## src/rtl/ifetch_stage.sv

```systemverilog
// LEGv8 instruction-fetch stage: owns the PC, issues req/ack fetches and loads
// the IF/ID register, with branch redirect, load-use stall and a one-entry skid.
module ifetch_stage #(
    parameter logic [63:0] RESET_PC  = 64'h0,
    parameter logic [31:0] NOP_INSTR = 32'hD503201F
) (
    input  logic        clk,
    input  logic        reset,
    input  logic        Stall,
    input  logic        PCSrc,
    input  logic [63:0] Branch_target,
    output logic        imem_req,
    output logic [63:0] imem_addr,
    input  logic        imem_ack,
    input  logic [31:0] imem_rdata,
    output logic [31:0] Instruction,
    output logic [63:0] nPC,
    output logic        Valid
);

    typedef enum logic [1:0] {S_IDLE, S_FETCH, S_FULL} state_t;

    state_t      state_q, state_d;
    logic [63:0] pc_q, pc_d;
    logic [63:0] tgt_q, tgt_d;
    logic        kill_q, kill_d;
    logic [31:0] skid_q, skid_d;
    logic [63:0] skid_pc4_q, skid_pc4_d;
    logic [31:0] instr_q, instr_d;
    logic [63:0] npc_q, npc_d;
    logic        valid_q, valid_d;

    logic [63:0] pcPlus4;
    logic [63:0] redirTarget;

    assign pcPlus4     = pc_q + 64'd4;
    assign redirTarget = {Branch_target[63:2], 2'b00};

    assign imem_req    = (state_q == S_FETCH);
    assign imem_addr   = pc_q;
    assign Instruction = instr_q;
    assign nPC         = npc_q;
    assign Valid       = valid_q;

    // A redirect during an unanswered request parks the target in tgt_q so that
    // imem_addr stays put until the stale response has been absorbed.
    always_comb begin
        state_d    = state_q;
        pc_d       = pc_q;
        tgt_d      = tgt_q;
        kill_d     = kill_q;
        skid_d     = skid_q;
        skid_pc4_d = skid_pc4_q;
        instr_d    = instr_q;
        npc_d      = npc_q;
        valid_d    = valid_q;

        if (PCSrc) begin
            valid_d = 1'b0;
            instr_d = NOP_INSTR;
            if ((state_q == S_FETCH) && !imem_ack) begin
                kill_d = 1'b1;
                tgt_d  = redirTarget;
            end else begin
                pc_d    = redirTarget;
                kill_d  = 1'b0;
                state_d = S_FETCH;
            end
        end else begin
            case (state_q)
                S_IDLE: state_d = S_FETCH;
                S_FETCH: begin
                    if (imem_ack) begin
                        if (kill_q) begin
                            kill_d = 1'b0;
                            pc_d   = tgt_q;
                            if (!Stall) begin
                                valid_d = 1'b0;
                                instr_d = NOP_INSTR;
                            end
                        end else if (!Stall) begin
                            instr_d = imem_rdata;
                            npc_d   = pcPlus4;
                            valid_d = 1'b1;
                            pc_d    = pcPlus4;
                        end else begin
                            skid_d     = imem_rdata;
                            skid_pc4_d = pcPlus4;
                            pc_d       = pcPlus4;
                            state_d    = S_FULL;
                        end
                    end else if (!Stall) begin
                        valid_d = 1'b0;
                        instr_d = NOP_INSTR;
                    end
                end
                S_FULL: begin
                    if (!Stall) begin
                        instr_d = skid_q;
                        npc_d   = skid_pc4_q;
                        valid_d = 1'b1;
                        state_d = S_FETCH;
                    end
                end
                default: state_d = S_IDLE;
            endcase
        end
    end

    always_ff @(posedge clk or negedge reset) begin
        if (!reset) begin
            state_q    <= S_IDLE;
            pc_q       <= RESET_PC;
            tgt_q      <= 64'd0;
            kill_q     <= 1'b0;
            skid_q     <= NOP_INSTR;
            skid_pc4_q <= 64'd0;
            instr_q    <= NOP_INSTR;
            npc_q      <= 64'd0;
            valid_q    <= 1'b0;
        end else begin
            state_q    <= state_d;
            pc_q       <= pc_d;
            tgt_q      <= tgt_d;
            kill_q     <= kill_d;
            skid_q     <= skid_d;
            skid_pc4_q <= skid_pc4_d;
            instr_q    <= instr_d;
            npc_q      <= npc_d;
            valid_q    <= valid_d;
        end
    end

endmodule

```

## config.mk

```make
export PLATFORM = sky130hd
export DESIGN_NAME = ifetch_stage
export DESIGN_NICKNAME = d
export VERILOG_FILES = /design/src/rtl/ifetch_stage.sv
export SDC_FILE = /design/constraint.sdc
export NUM_CORES = 1
export LEC_CHECK = 0
export BUFFER_PORTS_ARGS = -buffer_cell sky130_fd_sc_hd__buf_2
export CELL_PAD_IN_SITES_DETAIL_PLACEMENT = 0
export CELL_PAD_IN_SITES_GLOBAL_PLACEMENT = 1
export CORE_ASPECT_RATIO = 1.25
export CORE_MARGIN = 10
export CORE_UTILIZATION = 46
export CTS_CLUSTER_DIAMETER = 150
export DETAILED_ROUTE_END_ITERATION = 8
export PLACE_DENSITY_LB_ADDON = 0.1
export SETUP_SLACK_MARGIN = 0.4
export SLEW_MARGIN = 20
export SYNTH_ARGS = -nofsm -noshare
export SYNTH_HDL_FRONTEND = slang
export SYNTH_SLANG_ARGS = --single-unit
```

## constraint.sdc

```tcl
create_clock -name clk -period 6.8 [get_ports clk]
set_input_delay 1.36 -clock clk [delete_from_list [all_inputs] [get_ports clk]]
set_output_delay 1.36 -clock clk [all_outputs]
set_load 0.1 [all_outputs]
```

Word level (Yosys, flattened, before mapping)
Index checks and enable logic that the tools add are counted.

storage, ports and cells
  output and inout bits = 162
  bits in registers = 322

operators by class
  bitwise operators = 2
  reductions and logical operators = 14
  $add $sub $neg = 1
  eq/ne operators = 12
  multiplexer cells = 34

operators by type and width
  operator                                                                 count
  64-bit 2-to-1 mux                                                        9
  32-bit 2-to-1 mux                                                        6
  64-bit one-hot mux with 2 select lines                                   1
  64-bit by 3-bit adder with 64-bit output, second input constant          1
  32-bit one-hot mux with 2 select lines                                   1
  2-bit 2-to-1 mux                                                         6
  5-bit AND reduction                                                      2
  1-bit 2-to-1 mux                                                         9
  3-bit inequality test, second input constant                             3
  2-bit inequality test, second input constant                             4
  2-bit one-hot mux with 3 select lines                                    1
  3-bit AND reduction                                                      2
  6-bit AND reduction                                                      1
  2-bit nonzero test                                                       3
  5-bit by 4-bit inequality test with 1-bit output, second input constant  1
  2-bit AND reduction                                                      2
  3-bit by 2-bit inequality test with 1-bit output, second input constant  1
  3-bit nonzero test                                                       1
  2-bit by 1-bit == test with 1-bit output, second input constant          1
  2-bit == test, second input constant                                     1
  2-bit logical NOT                                                        1
  2-bit by 1-bit inequality test with 1-bit output, second input constant  1
  1-bit NOT                                                                2
  1-bit one-hot mux with 2 select lines                                    1
  other kinds (2)                                                          2

Logic depth before layout (Yosys ltp)
Gate-level depths: netlist (run 1).

  word-level depth = 5
  depth in mapped cells = 10
  mapped depth without buffers = 7

Least setup slack after synthesis (run 1)
Ideal clock, no wire load.

  path kind = register to register
  from = register pc_q[15], in the netlist imem_addr[15]
  to = register npc_q[57], in the netlist nPC[57]
  stages on the path, launching flop included = 9
  slack = 3646 ps
  path buffers = 2
  arrival = 3028 ps
  clock period less this slack = 3154 ps
  cells stage by stage = dfrtp_1 buf_4 nand4_2 or3_1 or4b_4 buf_6 o31ai_2 a31oi_1 mux2_2

on the way
  longest elaborated chain between the ends = 5

ends and longest elaborated chain
  element                                   line  RTL
  start, declared                           24    logic [63:0] pc_q, pc_d;
  start signal, assigned                    123   pc_q <= pc_d;
  64-bit by 3-bit adder with 64-bit output  36    assign pcPlus4 = pc_q + 64'd4;
  64-bit 2-to-1 mux                         81    end else if (!Stall) begin
  64-bit 2-to-1 mux                         74    if (kill_q) begin
  64-bit 2-to-1 mux                         73    if (imem_ack) begin
  64-bit one-hot mux with 2 select lines    70    case (state_q)
  end signal, assigned                      129   npc_q <= npc_d;
  end, declared                             30    logic [63:0] npc_q, npc_d;

No other way between the ends. The select of a mux whose other input is x is not followed.
A chain may end at the register's enable or synchronous reset.

Worst setup path after layout (run 1)
  from = input port PCSrc
  to = register pc_q[18], in the netlist imem_addr[18]

on the way
  longest elaborated chain between the ends = 2

ends and longest elaborated chain
  element                                                                line  RTL
  start, declared                                                        10    input logic PCSrc,
  2-bit inequality test (no line) or 2-bit nonzero test (tied branches)  -
  3-bit AND reduction (no line)                                          -

Parallel ways exist; a longest one is shown, timed or not.

==> flow_metrics.tcl, run 1 <==
set metrics [dict create \
    status "completed" \
    grt_use_total_pct 23.8 \
    drt_pre_antenna_iters 5 \
    holdBufCountCts 0 \
    clockBufferDepth 3 \
    hold_start "skid_q[30]$_DFFE_PN1P_" \
    async_flop_share_pct 100 \
    yosysMostFrequentCell "nand2_1" \
    clk_latency_ns 0.53 \
    core_um2 32900 \
    cp-start-kind "input port" \
    cts_setup_buffers 0 \
    first_global_vias 13242 \
    top_usage_layer "met2" \
    path_clk_slew_ns 0.06 \
    ios 263 \
    slowest_stage "nor2_1" \
    final_area_um2 18100 \
    grtUsageMet3_pct 4.71 \
    dp_slack_ns 2.71 \
    die_area_um2 41300 \
    synth_top_area_share_pct 47.1 \
    whs_endpoint "skid_q[30]$_DFFE_PN1P_" \
    syn_avg_cell_area_um2 9.14 \
    setup_viol 0 \
    synthTopCellsByCount "nand2_1 (323), dfrtp_1 (290), o21ai_0 (154), nor2_1 (135), clkbuf_1 (112)" \
    grt_antenna_before_repair 1 \
    start_util_pct 46.9 \
    synth_cell_types 65 \
    worst_slew_pin_slew_ns 1.02 \
    netlist_instances 1686 \
    finalCritPeriodShare_pct 52.8 \
    r2r_cells 7 \
    yosys.area.top_type "dfrtp_1" \
    timing.slew.headroom_pct 31.9 \
    area_delta_synth_final_pct 17.6 \
    portBuffers 256 \
    synthFlopType "dfrtp_1" \
    crit_type "in -> reg" \
    reg2reg_slack_ns 3.59 \
    grtUsageMet1_pct 32.1 \
    overflow 0 \
    ys_ff_latch 316 \
    grt_max_degree 172 \
    drtIter0Drc 1164 \
    hp-class "reg -> reg" \
    cp_data_required_time_ns 7.23 \
    cts_buffers 36 \
    cp_top_family "buffers and inverters" \
    place_area_um2 16900 \
    met2_usage_pct 37.7 \
    syn-cell-area_um2 15400 \
    max_cap_violations 0 \
    synth-edff-count 0 \
    tritoncts "done" \
    fin_tns_setup_ns 0 \
    slew_violations 0 \
    timing.rr.end "imem_addr[34]$_DFFE_PN0P_" \
    vias 13529 \
    fmax_mhz 278 \
    max_stage_delay_ns 0.86 \
    place_hpwl_mm 32.9 \
    end_kind "register" \
    hold_violations 0 \
    rows 74 \
    cts_resized 0 \
    yosysSeqAreaShare_pct 51.5 \
    holdWs_ns 0.459 \
    yosys-top-cells-area "dfrtp_1 (47%), nand2_1 (7.9%), o21ai_0 (5.0%)" \
    cts.sinks 316 \
    worstPathArrival_ns 4.03 \
    drive_gt1_share_pct 23.6 \
    cts_root_buf "clkbuf_16" \
    final_net_count 1973 \
    die_h_um 225 \
    grt_setup_unrepaired "false" \
    drcViolationCount 0 \
    cellLeakagePower_uw 0.00807 \
    timing.clock.skew_ns 0.0148 \
    period_needed_ns 3.59 \
    power_density_nw_per_um2 423 \
    vias_per_cell 5.84 \
    critPathMaxFanout 72 \
    die_width_um 184 \
    cp_num_buf_inv 3 \
    yosys_warnings 0 \
    final_antenna_net_count 0 \
    hold_depth 2 \
    grt_pass1_wl_mm 77.8 \
    cts_max_level 2 \
    wl_per_cell_um 21.7 \
    ir_worst_vdd_v 0.000283 \
    reg2reg_from "imem_addr[2]$_DFFE_PN0P_" \
    crit_chain "buf_2 -> buf_4 -> mux2i_4 -> buf_4 -> nor2_1 -> o21ai_0 -> o21ai_0" \
    worst_slack_ns 3.21 \
    gp_congestion 0.866 \
    drt-total-wl_mm 50.3 \
]
-- worst register-to-register path, stage by stage (launching register included) --
cell     delay [ns]
dfrtp_1        0.52
ha_1           0.28
and4_1         0.36
and4_1         0.46
nand2_1        0.50
nor3_1         0.62
a31oi_1        0.16
o22a_1         0.21
-- through the flow --
step	utilization, %	power (uW)	instances
3_5_place_dp	51.5	5770	2251
4_1_cts	55.1	7720	2314
5_1_grt	55.1	8000	2315
6_report	55.1	7670	2315
2_1_floorplan	-	5060	1689
3_3_place_gp	51.5	5720	2251
-- cell usage in the layout (no fill, tap or decap), drive strengths merged, types with 40 or more instances in the layout --
| cell | n |
|---|---|
| buf | 277 |
| nor3 | 67 |
| nor2 | 135 |
| nand3 | 50 |
| nand2 | 323 |
| mux2 | 64 |
| nor4 | 40 |
| dfrtp | 290 |
| clkbuf | 49 |
| a21oi | 58 |
| o21ai | 161 |
-- power by group --
part	internal, uW	switching [uW]
logic	567	2430
registers	2360	366
clock network	1150	794
total	4080	3590
-- state kept, by name, summed over array words and instances (netlist names), 2 cells and up --
name         flops
nPC             62
skid_pc4_q      62
Instruction     32
skid_q          32
imem_addr       62
state_q          2
tgt_q           62
-- layout make-up --
cell class	instances	area, um^2
Multi-Input combinational cell	1227	6960
Timing Repair Buffer	277	1480
Tap cell	418	523
Sequential cell	316	7940
Clock inverter	14	130
Clock buffer	49	1040
Fill cell	3042	14800
Inverter	13	48.8
Antenna cell	1	2.50
-- per-layer routing --
| metal | wire length [um] | part of all wire, % | up-vias |
|---|---|---|---|
| met5 | 0 | 0 | - |
| met4 | 1350 | 2.7 | 0 |
| met3 | 3690 | 7.3 | 76 |
| met2 | 23500 | 47 | 495 |
| met1 | 21800 | 43 | 6601 |
| li1 | - | - | 6357 |
-- worst max-delay path by stage --
stage / start / to / slack (ns) / depth (start not counted)
4_1_cts: PCSrc / imem_addr[16]$_DFFE_PN0P_ / 3.27 / 7
3_3_place_gp: imem_ack / Instruction[31]$_DFFE_PN1P_ / 2.69 / 7
3_5_place_dp: PCSrc / imem_addr[16]$_DFFE_PN0P_ / 2.71 / 7
5_1_grt: PCSrc / imem_addr[20]$_DFFE_PN0P_ / 3.01 / 7
6_report: PCSrc / imem_addr[18]$_DFFE_PN0P_ / 3.21 / 7
2_1_floorplan: imem_addr[15]$_DFFE_PN0P_ / nPC[57]$_DFFE_PN0P_ / 3.65 / 8
-- cells by family (layout without fill, tap and decap cells) --
group           count (synthesis)  after routing  synth area share (%)
simple gates                  701            701                  20.4
compound gates                403            403                  16.3
flops                         316            316                  51.5
buf+inv                       146            353                  3.82
mux                            75             75                  5.39
xor+xnor                       43             43                  2.44
fa+ha+maj                       1              1                0.0812
other cells                     1              5                0.0243
No activity file was read; power rests on OpenSTA's default activity.
==> inputs of run 2 (changes only) <==
Settings changed: CORE_UTILIZATION 46 to 39.
Clock period 6.8 ns to 3.1 ns, I/O delays scaled along.
==> run 2 against run 1 <==
Net effect: wire length increased by 10%; critical path depth unchanged; hold slack got worse by 0.39 ns; worst setup slack got worse by 2.7 ns; first-iteration DRC count decreased by 18%; die area increased by 16%; sequential share of layout area decreased by 1.4 points; sequential cell count unchanged; critical path type is now reg -> reg; largest power group unchanged; highest routed layer unchanged.
==> flow_metrics.tcl, run 2 (synthesized netlist as in run 1, its figures left out) <==
set metrics [dict create \
    status "completed" \
    crit_type "reg -> reg" \
    nFillCells 3845 \
    drt_pre_antenna_iters 5 \
    finalPower_uw 17100 \
    final_antenna_net_count 0 \
    start_util_pct 39.4 \
    worst_slew_pin_slew_ns 0.810 \
    end_kind "register" \
    die_width_um 198 \
    met2_usage_pct 35.5 \
    cts_root_buf "clkbuf_16" \
    register_area_um2 8010 \
    layout_commonest_cell "nand2_1" \
    fmax_mhz 380 \
    grtUsageMet1_pct 30.4 \
    cellLeakagePower_uw 0.00832 \
    period_needed_ns 2.63 \
    drcViolationCount 0 \
    gp_congestion 0.883 \
    cp_data_required_time_ns 3.57 \
    grt_setup_unrepaired "true" \
    grt_use_total_pct 22.6 \
    drive_gt1_share_pct 28.2 \
    area_delta_synth_final_pct 22.4 \
    holdBufCountCts 0 \
    hold_violations 0 \
    die_h_um 242 \
    place_hpwl_mm 37.8 \
    top_usage_layer "met2" \
    drtIter0Drc 959 \
    clk_latency_ns 0.55 \
    portBuffers 256 \
    slew_violations 0 \
    ios 263 \
    first_global_vias 13520 \
    clockBufferDepth 3 \
    hp-class "in -> async" \
    wl_per_cell_um 22.7 \
    finalCritPeriodShare_pct 85.0 \
    grt_max_degree 100 \
    rows 81 \
    final_net_count 2021 \
    vias 13694 \
    grtUsageMet3_pct 5.23 \
    timing.slew.headroom_pct 45.9 \
    ir_worst_vdd_v 0.000495 \
    fin_tns_setup_ns 0 \
    multi_input_area_um2 7040 \
    grt_pass1_wl_mm 84.9 \
    max_cap_violations 0 \
    timing.clock.skew_ns 0.0184 \
    grt_antenna_before_repair 1 \
    vias_per_cell 5.59 \
    final_cell_mix "nand2_1 (323), buf_2 (255), dfrtp_1 (242)" \
    path_clk_slew_ns 0.06 \
    cts.sinks 316 \
    drt-total-wl_mm 55.5 \
    overflow 0 \
    worstPathArrival_ns 3.10 \
    setup_viol 0 \
    die_area_um2 47900 \
    tritoncts "done" \
    cp-start-kind "register" \
    critPathMaxFanout 9 \
    core_um2 39100 \
    cts_buffers 37 \
    cts_max_level 2 \
    power_density_nw_per_um2 907 \
]
==> run 2: path summary, 6_finish.rpt <==
kind / start / end / slack [ns] / cells past startpoint
min in group clk: imem_rdata[1] / skid_q[1]$_DFFE_PN1P_ / 0.27 / 3
max in group asynchronous: reset / imem_addr[26]$_DFFE_PN0P_ / 2.14 / 2
hold reg to reg: skid_q[4]$_DFFE_PN1P_ / skid_q[4]$_DFFE_PN1P_ / 0.46 / 2
setup reg to reg: imem_addr[15]$_DFFE_PN0P_ / nPC[55]$_DFFE_PN0P_ / 0.47 / 7
setup / recovery: imem_addr[15]$_DFFE_PN0P_ / nPC[55]$_DFFE_PN0P_ / 0.47 / 7
hold / removal: reset / skid_pc4_q[60]$_DFFE_PN0P_ / 0.07 / 1
==> run 2: metal layers <==
| layer | wire length (um) | share of wire, % |
|---|---|---|
| met5 | 0 | 0 |
| met3 | 3920 | 7.1 |
| met2 | 25900 | 47 |
| met1 | 24200 | 44 |
| met4 | 1470 | 2.6 |
==> run 2: repair_timing <==
item / 4_1_cts / 5_1_grt
resized for setup: 1 / 13
endpoints found under the setup margin: 8 / 49
cloned: 0 / 1
endpoints found under the hold margin: 0 / 0
pin swaps: 0 / 4
setup buffers: 0 / 7
==> run 2: cell type report <==
| cell class | instances | area share, % |
|---|---|---|
| Sequential cell | 316 | 42.5 |
| Multi-Input combinational cell | 1228 | 37.3 |
| Inverter | 13 | 0.265 |
| Timing Repair Buffer | 323 | 10.2 |
| Clock buffer | 58 | 5.87 |
| Antenna cell | 3 | 0.0398 |
| Tap cell | 498 | 3.30 |
| Clock inverter | 10 | 0.550 |
==> run 2: where the power goes <==
| group | leakage, uW | switching [uW] | internal (uW) | total, uW |
|---|---|---|---|---|
| Sequential | 0.00376 | 803 | 5220 | 6030 |
| Clock | 0.000599 | 1790 | 2620 | 4420 |
| Combinational | 0.00397 | 5380 | 1280 | 6670 |
| Total | 0.00832 | 7980 | 9130 | 17100 |
==> run 2: worst max-delay path, cell delays in order, from the launching register on <==
cell     delay (ns)
dfrtp_4        0.47
nand4_2        0.16
or3_4          0.47
or4b_4         0.58
buf_12         0.17
or3_1          0.35
a31o_1         0.24
o21ai_2        0.10
==> run 2: metrics by stage <==
step	setup WS, ns	hold WS (ns)	utilization, %	cell area (um^2)	cells
final	0.466	0.0693	48.2	18900	2449
after global routing	0.397	0.113	48.2	18900	2446
after CTS	0.349	0.0990	47.8	18700	2437
after detailed placement	0.353	0.451	44.7	17500	2369
after global placement	0.360	0.444	44.7	17500	2369
after floorplan	0.375	0.324	-	15500	1689
==> inputs of run 3 (changes only) <==
Clock period 3.1 ns to 2.4 ns, I/O delays scaled along.
==> run 3 against run 2 <==
Net effect: the flow now finishes with violations (negative setup slack); die area unchanged; maximum frequency grew 9.6%; highest routed layer unchanged; critical path type unchanged; final cell count is 5.7% higher; critical endpoint is now nPC[57]$_DFFE_PN0P_; critical path depth is 1 lower.
==> flow_metrics.tcl, run 3 (synthesized netlist as in run 1, its figures left out) <==
set metrics [dict create \
    cts_buffers 36 \
    path_clk_slew_ns 0.06 \
    cellLeakagePower_uw 0.0100 \
    comb_power_share_pct 42.5 \
    p_int_uw 12700 \
    overflow 0 \
    final_area_um2 22000 \
    timing.clock.skew_ns 0.0218 \
    highest_layer "met4" \
    cts_root_buf "clkbuf_16" \
    grt_pass1_wl_mm 88.8 \
    finalCritPeriodShare_pct 100 \
    finalPower_uw 23400 \
    grt_setup_unrepaired "true" \
    slew_violations 0 \
    grt_use_total_pct 23.7 \
    reg2reg_slack_ns -0.002 \
    seq_power_share_pct 32.8 \
    final_core_util_pct 56.2 \
    cts_max_level 2 \
    period_needed_ns 2.40 \
    drt-total-wl_mm 58.8 \
    first_global_vias 14004 \
    place_area_um2 18700 \
    worstPathArrival_ns 2.81 \
    die_h_um 242 \
    ios 263 \
    die_width_um 198 \
    drt_pre_antenna_iters 7 \
    timing.rr.end "nPC[57]$_DFFE_PN0P_" \
    rows 81 \
    hold_violations 0 \
    clockBufferDepth 3 \
    switching_share_pct 45.8 \
    whs_endpoint "skid_q[30]$_DFFE_PN1P_" \
    gp_congestion 0.886 \
    reg2reg_from "imem_addr[15]$_DFFE_PN0P_" \
    wl_per_cell_um 22.7 \
    wl_met3_mm 3.84 \
    place_hpwl_mm 39.6 \
    power_density_nw_per_um2 1060 \
    crit_type "reg -> reg" \
    clk_latency_ns 0.54 \
    grt_antenna_before_repair 0 \
    drcViolationCount 0 \
    setup_viol 2 \
    worst_slack_ns -0.00196 \
    area_delta_synth_final_pct 42.6 \
    cp-start-kind "register" \
    violations "negative setup slack" \
    hold_start "imem_rdata[30]" \
    portBuffers 256 \
    switching_power_uw 10700 \
    start_util_pct 39.4 \
    tritoncts "done" \
    final_cell_mix "nand2_1 (308), dfrtp_1 (234), buf_2 (200)" \
    vias 14577 \
    ir_worst_vdd_v 0.000684 \
    grt_max_degree 81 \
    fmax_mhz 416 \
    pwr-share-clk_pct 24.7 \
    core_um2 39100 \
    cp_data_required_time_ns 2.81 \
    die_area_um2 47900 \
    nFillCells 3535 \
    diodes 0 \
    drive_gt1_share_pct 41.3 \
    holdWs_ns 0.156 \
    wl_met2_mm 28.4 \
    hold_depth 3 \
    hp-class "in -> reg" \
    r2r_cells 6 \
    critPathMaxFanout 8 \
    final_antenna_net_count 0 \
    timing.slew.headroom_pct 52.1 \
    cts.sinks 316 \
    vias_per_cell 5.63 \
    worst_slew_pin_slew_ns 0.718 \
    wl_met1_mm 25.1 \
    drtIter0Drc 985 \
    max_cap_violations 0 \
    end_kind "register" \
    final_net_count 2167 \
    status "finished, violations left" \
    layout_commonest_cell "nand2_1" \
]
==> run 3: changes by cell type in the layout (fill, tap and decap cells not counted), sizes merged <==
cell	delta
buf	+119
bufinv	+3
clkinv	-2
inv	-1
clkbuf	+21
dlygate4sd3	+1
diode	-3
or4	+1
==> run 3: final cells by class <==
cell class              instances  area [um^2]  share of cell area [%]
multi-input cells            1229         8420                    38.3
inverters                      13         61.3                   0.279
repair buffers                469         3570                    16.2
clock buffers                  53         1040                    4.71
clock inverters                10          178                   0.808
well taps                     498          623                    2.84
flip-flops and latches        316         8090                    36.8
==> run 3: worst max-delay path, cell delays in order (launching register included) <==
cell,delay [ns]
dfrtp_4,0.42
nand4_4,0.11
or3_4,0.44
or4b_4,0.67
o31ai_4,0.23
a31oi_1,0.14
mux2_4,0.28
==> run 3: repair_timing <==
action | 4_1_cts | 5_1_grt
endpoints found under the setup margin | 232 | 226
hold buffers | 1 | 0
hold endpoints to repair | 41 | 0
gates cloned | 2 | 2
resized for setup | 175 | 206
pin swaps | 79 | 112
buffers inserted | 36 | 25
==> run 3: through the flow <==
stage	cells	setup WS (ns)	TNS, ns
5_1_grt	2588	-0.0517	-0.352
4_1_cts	2561	0.0102	0
2_1_floorplan	1689	-0.165	-2.35
3_5_place_dp	2459	-0.0691	-0.335
3_3_place_gp	2459	-0.102	-0.366
6_report	2588	-0.00196	-0.00202
==> run 3: worst max path at each step <==
stage | startpoint | to | slack, ns
after CTS | imem_addr[23]$_DFFE_PN0P_ | imem_addr[61]$_DFFE_PN0P_ | 0.01
after detailed placement | imem_addr[22]$_DFFE_PN0P_ | nPC[40]$_DFFE_PN0P_ | -0.07
after global placement | imem_addr[22]$_DFFE_PN0P_ | nPC[40]$_DFFE_PN0P_ | -0.10
final | imem_addr[15]$_DFFE_PN0P_ | nPC[57]$_DFFE_PN0P_ | -0.002
after global routing | imem_addr[10]$_DFFE_PN0P_ | nPC[55]$_DFFE_PN0P_ | -0.05
after floorplan | imem_addr[15]$_DFFE_PN0P_ | nPC[55]$_DFFE_PN0P_ | -0.16
==> run 3: per-layer routing <==
metal  vias to the layer above  global-route usage (%)
met3                        86                    3.84
met5                         -                       0
met1                      7231                    32.4
met4                         0                    5.57
li1                       6767                       -
met2                       493                    38.4
==> run 3: power by group through the flow <==
stage                     registers [uW]  logic [uW]  clock network, uW
after floorplan                    12300        2280                  0
after global placement              7680        9260                  0
after detailed placement            7730        9320                  0
after CTS                           7640        9630               5920
after global routing                7830       10500               6130
final                               7660        9940               5780
